## config.mk

```make
export PLATFORM = sky130hd
export DESIGN_NAME = display_scan_mux
export DESIGN_NICKNAME = d
export VERILOG_FILES = /design/src/rtl/display_scan_mux.sv
export SDC_FILE = /design/constraint.sdc
export NUM_CORES = 1
export LEC_CHECK = 0
export BUFFER_PORTS_ARGS = -buffer_cell sky130_fd_sc_hd__buf_2
export CAP_MARGIN = 20
export CORE_MARGIN = 4
export CORE_UTILIZATION = 55
export CTS_BUF_LIST = sky130_fd_sc_hd__clkbuf_4 sky130_fd_sc_hd__clkbuf_8 sky130_fd_sc_hd__clkbuf_16
export CTS_CLUSTER_SIZE = 10
export DETAILED_ROUTE_END_ITERATION = 8
export HOLD_SLACK_MARGIN = 0.08
export PLACE_DENSITY_LB_ADDON = 0.05
export SLEW_MARGIN = 40
export SYNTH_ARGS = -nofsm -noshare
export SYNTH_HDL_FRONTEND = slang
export SYNTH_SLANG_ARGS = --single-unit
export TNS_END_PERCENT = 30
```

## constraint.sdc

```tcl
create_clock -name clk -period 2.61 [get_ports clk]
set_clock_uncertainty 0.1 [all_clocks]
set_input_delay 0.261 -clock clk [delete_from_list [all_inputs] [get_ports clk]]
set_output_delay 0.261 -clock clk [all_outputs]
set_load 0.005 [all_outputs]
```

## src/rtl/display_scan_mux.sv

```systemverilog
`default_nettype none
// ============================================================================
// Module      : display_scan_mux
// Description : Time-multiplexed scanner for an NDIGITS common-anode
//               7-segment display. Rotates one digit per PRESCALE-cycle slot,
//               drives active-low anodes with an anti-ghosting guard at the
//               end of each slot, and double-buffers new values so they are
//               only applied on frame boundaries.
//               Optional feature macro: LEADING_ZERO_BLANK_EN
//               (when defined, leading zero digits above digit 0 are blanked).
// Revision    : 1.0 - initial release
// ============================================================================
module display_scan_mux #(
  parameter int NDIGITS  = 4,
  parameter int PRESCALE = 50000,
  parameter int GUARD    = 2
) (
  input  logic                   clk,
  input  logic                   reset_n,
  input  logic [4*NDIGITS-1:0]   value,
  input  logic                   load,
  output logic [3:0]             digit,
  output logic [NDIGITS-1:0]     an,
  output logic                   frame,
  output logic                   load_ack
);

  // Counter and index widths; both parameters are at least 2.
  localparam int CNT_W = $clog2(PRESCALE);
  localparam int IDX_W = $clog2(NDIGITS);

  localparam logic [CNT_W-1:0] c_cnt_last = CNT_W'(PRESCALE - 1);
  localparam logic [IDX_W-1:0] c_idx_last = IDX_W'(NDIGITS - 1);
  // One bit wider so that GUARD==0 (on-time == PRESCALE) still fits.
  localparam logic [CNT_W:0]   c_cnt_on   = (CNT_W + 1)'(PRESCALE - GUARD);

  // Registered state
  logic [CNT_W-1:0]       cnt_q,      cnt_d;
  logic [IDX_W-1:0]       idx_q,      idx_d;
  logic [4*NDIGITS-1:0]   shadow_q,   shadow_d;
  logic [4*NDIGITS-1:0]   pending_q,  pending_d;
  logic                   pend_vld_q, pend_vld_d;
  logic                   ack_q,      ack_d;

  // Combinational helpers
  logic                   w_tick;
  logic                   w_wrap;
  logic                   w_lit;
  logic [NDIGITS-1:0]     w_blank;

  assign w_tick = (cnt_q == c_cnt_last);
  assign w_wrap = w_tick && (idx_q == c_idx_last);
  // Anode may be on only before the guard interval at the end of the slot.
  assign w_lit  = ({1'b0, cnt_q} < c_cnt_on);

`ifdef LEADING_ZERO_BLANK_EN
  // A digit above digit 0 is blanked when it and all higher digits are zero.
  for (genvar gi = 0; gi < NDIGITS; gi++) begin : g_lzb
    if (gi == 0) begin : g_digit0
      assign w_blank[gi] = 1'b0;
    end else begin : g_upper
      assign w_blank[gi] = (shadow_q[4*NDIGITS-1:4*gi] == '0);
    end
  end
`else
  assign w_blank = '0;
`endif

  // Next-state: prescaler, slot index and double-buffered load staging.
  always_comb begin
    cnt_d      = cnt_q + CNT_W'(1);
    idx_d      = idx_q;
    shadow_d   = shadow_q;
    pending_d  = pending_q;
    pend_vld_d = pend_vld_q;
    ack_d      = 1'b0;

    if (w_tick) begin
      cnt_d = '0;
      if (idx_q == c_idx_last) begin
        idx_d = '0;
      end else begin
        idx_d = idx_q + IDX_W'(1);
      end
    end

    // A load arriving exactly at the wrap goes straight to the display and
    // supersedes anything still pending.
    if (w_wrap && load) begin
      shadow_d   = value;
      pend_vld_d = 1'b0;
      ack_d      = 1'b1;
    end else if (w_wrap && pend_vld_q) begin
      shadow_d   = pending_q;
      pend_vld_d = 1'b0;
      ack_d      = 1'b1;
    end else if (!w_wrap && load) begin
      pending_d  = value;
      pend_vld_d = 1'b1;
    end
  end

  // State registers with synchronous active-low reset.
  always_ff @(posedge clk) begin
    if (!reset_n) begin
      cnt_q      <= '0;
      idx_q      <= '0;
      shadow_q   <= '0;
      pending_q  <= '0;
      pend_vld_q <= 1'b0;
      ack_q      <= 1'b0;
    end else begin
      cnt_q      <= cnt_d;
      idx_q      <= idx_d;
      shadow_q   <= shadow_d;
      pending_q  <= pending_d;
      pend_vld_q <= pend_vld_d;
      ack_q      <= ack_d;
    end
  end

  // Output decode; everything is forced idle while reset is asserted so the
  // first released cycle already shows slot 0 with the frame marker.
  always_comb begin
    an       = '1;
    digit    = 4'h0;
    frame    = 1'b0;
    load_ack = 1'b0;
    if (reset_n) begin
      digit    = shadow_q[{idx_q, 2'b00} +: 4];
      frame    = (idx_q == '0) && (cnt_q == '0);
      load_ack = ack_q;
      if (w_lit && !w_blank[idx_q]) begin
        an[idx_q] = 1'b0;
      end
    end
  end

endmodule
`default_nettype wire
```

==> results of run 1 <==
==> final cells by class <==
type,count,area (sq um),share of cell area
Multi-Input combinational cell,179,1300,0.475
Sequential cell,52,1040,0.382
Timing Repair Buffer,35,193,0.0707
Clock buffer,7,90.1,0.0330
Tap cell,52,65.1,0.0239
Inverter,9,33.8,0.0124
Clock inverter,1,7.51,0.00275
==> worst register-to-register path: cells and delay by family (launching register included) <==
kind               cells  cell delay [ns]
and+or+nand+nor        2             1.02
AOI/OAI and AO/OA      2             0.61
DFF                    1             0.43
==> metrics by stage <==
| step | power [mW] | instance area [sq um] | utilization | hold slack, ns |
|---|---|---|---|---|
| CTS | 1.44 | 2730 | 0.626 | 0.0996 |
| detailed placement | 0.961 | 2630 | 0.604 | 0.347 |
| global route | 1.48 | 2730 | 0.626 | 0.104 |
| floorplan | 0.926 | 2470 | - | 0.303 |
| finish | 1.42 | 2730 | 0.626 | 0.110 |
| global placement | 0.959 | 2630 | 0.604 | 0.342 |
==> per-layer routing <==
layer | track usage | share of wire | up-vias
met5 | 0 | 0 | -
met4 | 0.0652 | 0.0057 | 0
met3 | 0.0334 | 0.032 | 2
met2 | 0.250 | 0.44 | 26
met1 | 0.269 | 0.52 | 850
li1 | - | - | 934
==> registers in the layout (all words and copies together), names as in the netlist <==
signal and cells:
ack_q 1, pending_q 16, pend_vld_q 1, shadow_q 16
cnt_q 16, idx_q 2
==> cells by family after synthesis <==
family	Yosys count
fa+ha+maj	6
compound gates	22
mux	37
xor+xnor	14
flops	52
buf+inv	25
simple gates	100
==> worst min-delay path by stage <==
stage,start,to,slack (ns)
4_1_cts,value[13],pending_q[13],0.1
3_3_place_gp,pending_q[2],pending_q[2],0.34
2_1_floorplan,value[0],pending_q[0],0.30
5_1_grt,value[15],pending_q[15],0.10
6_report,value[13],pending_q[13],0.11
3_5_place_dp,shadow_q[2],shadow_q[2],0.35
==> cells in the final DEF (no fill, tap or decap), drive strengths merged <==
cell,n
dfxtp,52
nand2,38
buf,35
mux2i,33
nor2,22
o2bb2ai,16
xnor2,12
inv,9
nand3,7
and2,7
clkbuf,7
nand4,6
ha,6
nor4,5
mux4,4
nor3,4
or4,4
o21a,2
xor2,2
or3,1
a31oi,1
o311a,1
nor4b,1
or4b,1
nand2b,1
nor3b,1
o21ai,1
or2,1
nor2b,1
a21oi,1
clkinvlp,1
==> report_power, final <==
group / total, mW / internal (mW) / leakage [nW] / switching [mW]
logic: 0.116 / 0.0510 / 0.637 / 0.0646
registers: 0.826 / 0.813 / 0.423 / 0.0129
clock network: 0.481 / 0.226 / 0.0479 / 0.254
total: 1.42 / 1.09 / 1.11 / 0.332
==> flow_summary.ini, run 1 <==
[run_status]
outcome = finished clean

[die]
die_w_um = 75.1
start_util = 0.568
io_pins = 29
die-area_sq_um = 5640
num_rows = 24
coreArea_sq_um = 4350
die_y_um = 75.1

[worst_setup_path]
slowest_stage = or4b_1
crit_path_end = shadow_q[1]
cp.required_ns = 2.67
r2r_end = shadow_q[1]
path_cells = or4b_1, or4_4, o21a_1, o2bb2ai_1
r2r_slack_ns = 0.31
crit_buf_inv = 0
reg2regPathDepth = 4
cp_top_family = simple AND/OR/NAND/NOR gates
crit_path_start_kind = register
path_class = register to register
critPathCaptureType = register
cp_max_fo = 16
r2r_start = cnt_q[6]
critPathMaxStageDelay_ns = 0.51
crit_start = cnt_q[6]
crit_arrival_ns = 2.36
path_depth = 4

[clock_network]
cts_root_buffer = clkbuf_8
cts_htree_levels = 2
clock-sinks = 52
clk_pin_slew_worst_paths_ns = 0.09
cts_hold_buffers = 0
cts_tree = built
clkLatencyLatePin_ns = 0.30
clock_path_buffers = 2
post-cts-setup-buffers = 0
cts.repair.resized = 0
numCtsBuffers = 5

[drt]
dr.pass1.iters = 5
routedWlPerCell_um = 14.2
viasPerCell = 5.41
route.detailed.drc = 0
vias = 1812
routed_wirelength_um = 4750
ant_nets = 0
drt_iter0_drc = 80

[synthesis]
synth_compound_area_frac = 0.0784
yosys-mux-area-fraction = 0.170
yosysSeqAreaShare = 0.421
synth_area_per_cell_sq_um = 9.67
synth_edf_count = 0
netlist.area_leader.share = 0.421
yosysMostFrequentCell = dfxtp_1
syn_nets = 281
yosys_warnings = 0
synth_fa_ha_area_frac = 0.0303
netlist_area_sq_um = 2470
synthCells = 256
yosys.area.top_type = dfxtp_1
synth_xor_xnor_area_share = 0.0495
synthDistinctLibCells = 36
ys_top_cells_by_count = dfxtp_1 (52), nand2_1 (38), mux2i_1 (33), nor2_1 (22), o2bb2ai_1 (14)
async_reset_ff_frac = 0
yosys.area_share.simple = 0.196
synth_top_family_by_area = simple AND/OR/NAND/NOR gates
synthFlopType = dfxtp_1
synthTopCellsByArea = dfxtp_1 (42%), mux2i_1 (13%), nand2_1 (5.8%)
yosys_register_bits = 52

[place]
place_inst = 327
gp_congestion = 0.754
io_buffers = 28
pre_cts_ws_ns = 0.325
hpwl_um = 3440

[final_layout]
instances_no_fill = 335
insertedDiodeCount = 0
finish.net_count = 307
synthToLayoutAreaGrowth_pct = 10.2
drive_gt1_frac = 0.184
fillers = 392

[run]
cap_violations = 0

[timing]
fmax_mhz = 435
tightest_slew_ns = 0.611
setup_ws_ns = 0.309
finalSetupTns_ns = 0
drv_slew = 0
slew-limit-headroom = 0.593
period_needed_ns = 2.30
setup_viol = 0
final_hold_viol_count = 0
fin_crit_sh = 0.882
rsz0062_at_grt = no

[pwr]
powerDensity_nw_per_um2 = 522
vdd_drop_max_mv = 0.279
p_leak_nw = 1.11

[min_path]
hold_class = input port to register
min_path_cells = 3

[grt]
grt_max_degree = 29
grt_pass1_vias = 1622
grt_pass1_wl_um = 7690
antenna_found_initial = 0
grt.overflow.total = 0
grt_usage = 0.178
Note: power is estimated with default switching activity, not from simulation.
==> inputs of run 2 (changes only) <==
--- a/constraint.sdc
+++ b/constraint.sdc
@@ -4,2 +4,2 @@
 set_output_delay 0.261 -clock clk [all_outputs]
-set_load 0.005 [all_outputs]
+set_load 0.01 [all_outputs]
==> run 2 against run 1 <==
Die area is the same; via count shrank 0.88%; critical path type unchanged; highest routed layer unchanged; clock power grew 14%; routed wire length grew 0.38%; sequential power is essentially flat.
==> flow_summary.ini, run 2 (synthesized netlist as in run 1, its figures left out) <==
[drt]
route.detailed.drc = 0
routedWlPerCell_um = 14.3
routed_wirelength_um = 4760
vias = 1796
viasPerCell = 5.38
dr.pass1.iters = 4
drt_iter0_drc = 109
ant_nets = 0

[grt]
grt_usage = 0.185
grt.overflow.total = 0
grt_pass1_vias = 1629
antenna_found_initial = 0
grt_max_degree = 31
grt_pass1_wl_um = 7850

[final_layout]
reg.largest.list = cnt_q (16), pending_q (16), shadow_q (16)
design_area_sq_um = 2730
mostFrequentLayoutCell = dfxtp_1
final_util = 0.628
finish.net_count = 306
final_cell_mix = dfxtp_1 (52), nand2_1 (38), mux2i_1 (33), buf_2 (28), nor2_1 (22)
drive_gt1_frac = 0.181
synthToLayoutAreaGrowth_pct = 10.4
insertedDiodeCount = 0
instances_no_fill = 334

[pwr]
p_leak_nw = 1.11
total_power_mw = 1.49
powerDensity_nw_per_um2 = 546
vdd_drop_max_mv = 0.534

[place]
place_inst = 326
io_buffers = 28
hpwl_um = 3500
gp_congestion = 0.792
pre_cts_ws_ns = 0.306
place_area_sq_um = 2620

[worst_setup_path]
r2r_end = shadow_q[8]
crit_path_start_kind = register
r2r_start = cnt_q[11]
slowest_stage = or4_4
path_class = register to register
r2r_slack_ns = 0.31
crit_arrival_ns = 2.43
crit_buf_inv = 0
path_cells = or4_4, or4_1, or2_1, o2bb2ai_1
critPathMaxStageDelay_ns = 0.58
cp_max_fo = 17
cp.required_ns = 2.74
critPathCaptureType = register
cp_top_family = simple AND/OR/NAND/NOR gates
reg2regPathDepth = 4

[timing]
finalSetupTns_ns = 0
slew-limit-headroom = 0.590
period_needed_ns = 2.30
final_hold_viol_count = 0
setup_viol = 0
tightest_slew_ns = 0.615
hold_slack_ns = 0.0926
rsz0062_at_grt = no
fin_crit_sh = 0.882
setup_ws_ns = 0.309
drv_slew = 0
fmax_mhz = 435

[min_path]
hold_class = input port to register
min_path_cells = 3
hold_end = pending_q[15]
min_from = value[15]

[die]
coreArea_sq_um = 4350
die_w_um = 75.1
start_util = 0.568
io_pins = 29
die_y_um = 75.1
die-area_sq_um = 5640
num_rows = 24

[clock_network]
clock_path_buffers = 2
clock-sinks = 52
cts_htree_levels = 2
clk_pin_slew_worst_paths_ns = 0.10
cts_tree = built
clkLatencyLatePin_ns = 0.31
cts_root_buffer = clkbuf_8
cts.repair.resized = 0
numCtsBuffers = 5
post-cts-setup-buffers = 0
cts_hold_buffers = 0

[run_status]
outcome = finished clean

[run]
cap_violations = 0
run 2: where the power goes:
group | internal (mW) | switching (mW) | leakage [nW]
Clock | 0.284 | 0.266 | 0.0541
Combinational | 0.0511 | 0.0643 | 0.631
Sequential | 0.813 | 0.0129 | 0.423
Total | 1.15 | 0.343 | 1.11
run 2: layout make-up:
| type | count | area, sq um |
|---|---|---|
| fill | 388 | 1620 |
| multi-input combinational | 179 | 1300 |
| sequential | 52 | 1040 |
| timing repair buffer | 34 | 185 |
| clock buffer | 5 | 68.8 |
| tap | 52 | 65.1 |
| clock inverter | 3 | 42.5 |
| inverter | 9 | 33.8 |
run 2: worst reg2reg max path, delay by kind of cell (launching register included):
| family | cells | cell delay [ns] |
|---|---|---|
| compound gates | 1 | 0.24 |
| flops | 1 | 0.35 |
| simple gates | 3 | 1.56 |
run 2: how the worst max path moves through the flow:
stage,from,endpoint,depth (start not counted)
final,cnt_q[11],shadow_q[8],4
after global routing,idx_q[1],shadow_q[8],5
after CTS,cnt_q[11],shadow_q[11],4
after detailed placement,cnt_q[11],shadow_q[1],4
after global placement,cnt_q[11],shadow_q[7],4
after floorplan,cnt_q[11],shadow_q[14],5
run 2: routing by layer:
metal,global-route usage,share of wire,vias up
met5,0,0,-
met4,0.0593,0.012,0
met3,0.0494,0.038,5
met2,0.266,0.42,28
met1,0.270,0.53,822
li1,-,-,941
==> inputs of run 3 (changes only) <==
BUFFER_PORTS_ARGS = unset   (was -buffer_cell sky130_fd_sc_hd__buf_2)
DONT_BUFFER_PORTS = 1   (was unset)
==> run 3 against run 2 <==
Worst setup slack worse by 0.0070 ns; design area increased by 1.2%; critical path depth unchanged; non-clock buffer count is 12 lower; die area is the same; final cell count decreased by 3.6%; register-to-register slack about the same; hold slack lost 0.0039 ns; sequential power is essentially flat; critical path type unchanged; critical endpoint is now shadow_q[11].
==> flow_summary.ini, run 3 (synthesized netlist as in run 1, its figures left out) <==
[timing]
fin_crit_sh = 0.884
slew-limit-headroom = 0.581
finalSetupTns_ns = 0
rsz0062_at_grt = no
period_needed_ns = 2.31
drv_slew = 0
fmax_mhz = 433
hold_slack_ns = 0.0887
final_hold_viol_count = 0
setup_ws_ns = 0.302
setup_viol = 0
tightest_slew_ns = 0.629

[grt]
antenna_found_initial = 0
grt_usage = 0.178
grt_max_degree = 37
grt.overflow.total = 0
grt_pass1_vias = 1561
grt_pass1_wl_um = 7620

[worst_setup_path]
crit_path_end = shadow_q[11]
crit_arrival_ns = 2.38
cp_max_fo = 16
crit_path_start_kind = register
r2r_start = cnt_q[11]
r2r_slack_ns = 0.30
crit_start = cnt_q[11]
cp.required_ns = 2.68
path_class = register to register
reg2regPathDepth = 4
r2r_end = shadow_q[11]
critPathCaptureType = register

[drt]
maxUsedRoutingLayer = met4
routedWlPerCell_um = 14.9
wl_met1_um = 2520
viasPerCell = 5.48
vias = 1764
ant_nets = 0
routed_wirelength_um = 4790
dr_wl_met3_um = 162
route.detailed.drc = 0
wl_met2_um = 2070
dr.pass1.iters = 4
drt_iter0_drc = 95

[clock_network]
numCtsBuffers = 5
cts_htree_levels = 2
clock_path_buffers = 2
clk_pin_slew_worst_paths_ns = 0.09
cts_tree = built
clock-sinks = 52
cts_root_buffer = clkbuf_8
clkLatencyLatePin_ns = 0.30

[die]
num_rows = 24
start_util = 0.568
die_y_um = 75.1
die_w_um = 75.1
die-area_sq_um = 5640
coreArea_sq_um = 4350
io_pins = 29

[final_layout]
fillers = 376
final_util = 0.635
drive_gt1_frac = 0.0815
synthToLayoutAreaGrowth_pct = 11.7
finish.net_count = 294
reg.largest.list = cnt_q (16), pending_q (16), shadow_q (16)
instances_no_fill = 322
insertedDiodeCount = 0
design_area_sq_um = 2770
final_cell_mix = dfxtp_1 (52), nand2_1 (38), mux2i_1 (33), nor2_1 (22), dlygate4sd3_1 (17)
mostFrequentLayoutCell = dfxtp_1

[place]
pre_cts_ws_ns = 0.300
place_inst = 295
place_area_sq_um = 2460
io_buffers = 0
gp_congestion = 0.876
hpwl_um = 3140

[pwr]
p_leak_nw = 1.06
powerDensity_nw_per_um2 = 538
total_power_mw = 1.49
vdd_drop_max_mv = 0.419

[min_path]
min_from = value[14]
hold_class = input port to register

[run_status]
outcome = finished clean

[run]
cap_violations = 0
## run 3: cell types whose count changed in the layout (fill, tap and decap cells not counted)
cell           change
buf_12             +1
dlygate4sd3_1     +17
buf_4              -3
buf_2             -27
## run 3: final cells by class
| class | count | area [sq um] | share of cell area |
|---|---|---|---|
| inverters | 9 | 33.8 | 0.0122 |
| flip-flops and latches | 52 | 1040 | 0.376 |
| repair buffers | 22 | 218 | 0.0787 |
| clock buffers | 5 | 68.8 | 0.0249 |
| well taps | 52 | 65.1 | 0.0235 |
| clock inverters | 3 | 42.5 | 0.0154 |
| multi-input cells | 179 | 1300 | 0.469 |
## run 3: what timing repair did
action                                  in CTS  in global routing
endpoints found under the setup margin       0                  0
hold endpoints to repair                    35                  1
resized for setup                            0                  0
setup buffers                                0                  0
hold buffers                                18                  1
## run 3: worst max-delay path, cell delays in order (launching register included)
cell and delay, ns:
dfxtp_1 0.35, or4_4 0.57, or4_4 0.53, o21a_1 0.41, o2bb2ai_1 0.22
## run 3: metal layers
layer,global-route usage,vias up
met1,0.265,817
met5,0,-
met4,0.0474,0
met2,0.260,25
met3,0.0401,5
li1,-,917
## run 3: report_power, final
part | switching (mW) | leakage, nW | total, mW | internal [mW]
logic | 0.0617 | 0.586 | 0.121 | 0.0591
clock network | 0.257 | 0.0541 | 0.541 | 0.284
registers | 0.0135 | 0.423 | 0.827 | 0.813
total | 0.332 | 1.06 | 1.49 | 1.16
## run 3: how the worst min path moves through the flow
stage                         to  slack [ns]  cells after the start
floorplan           pending_q[0]        0.30                      2
global placement        cnt_q[2]        0.29                      1
detailed placement      cnt_q[2]        0.29                      1
CTS                 shadow_q[14]        0.08                      2
global route        shadow_q[14]        0.09                      2
finish              shadow_q[14]        0.09                      2
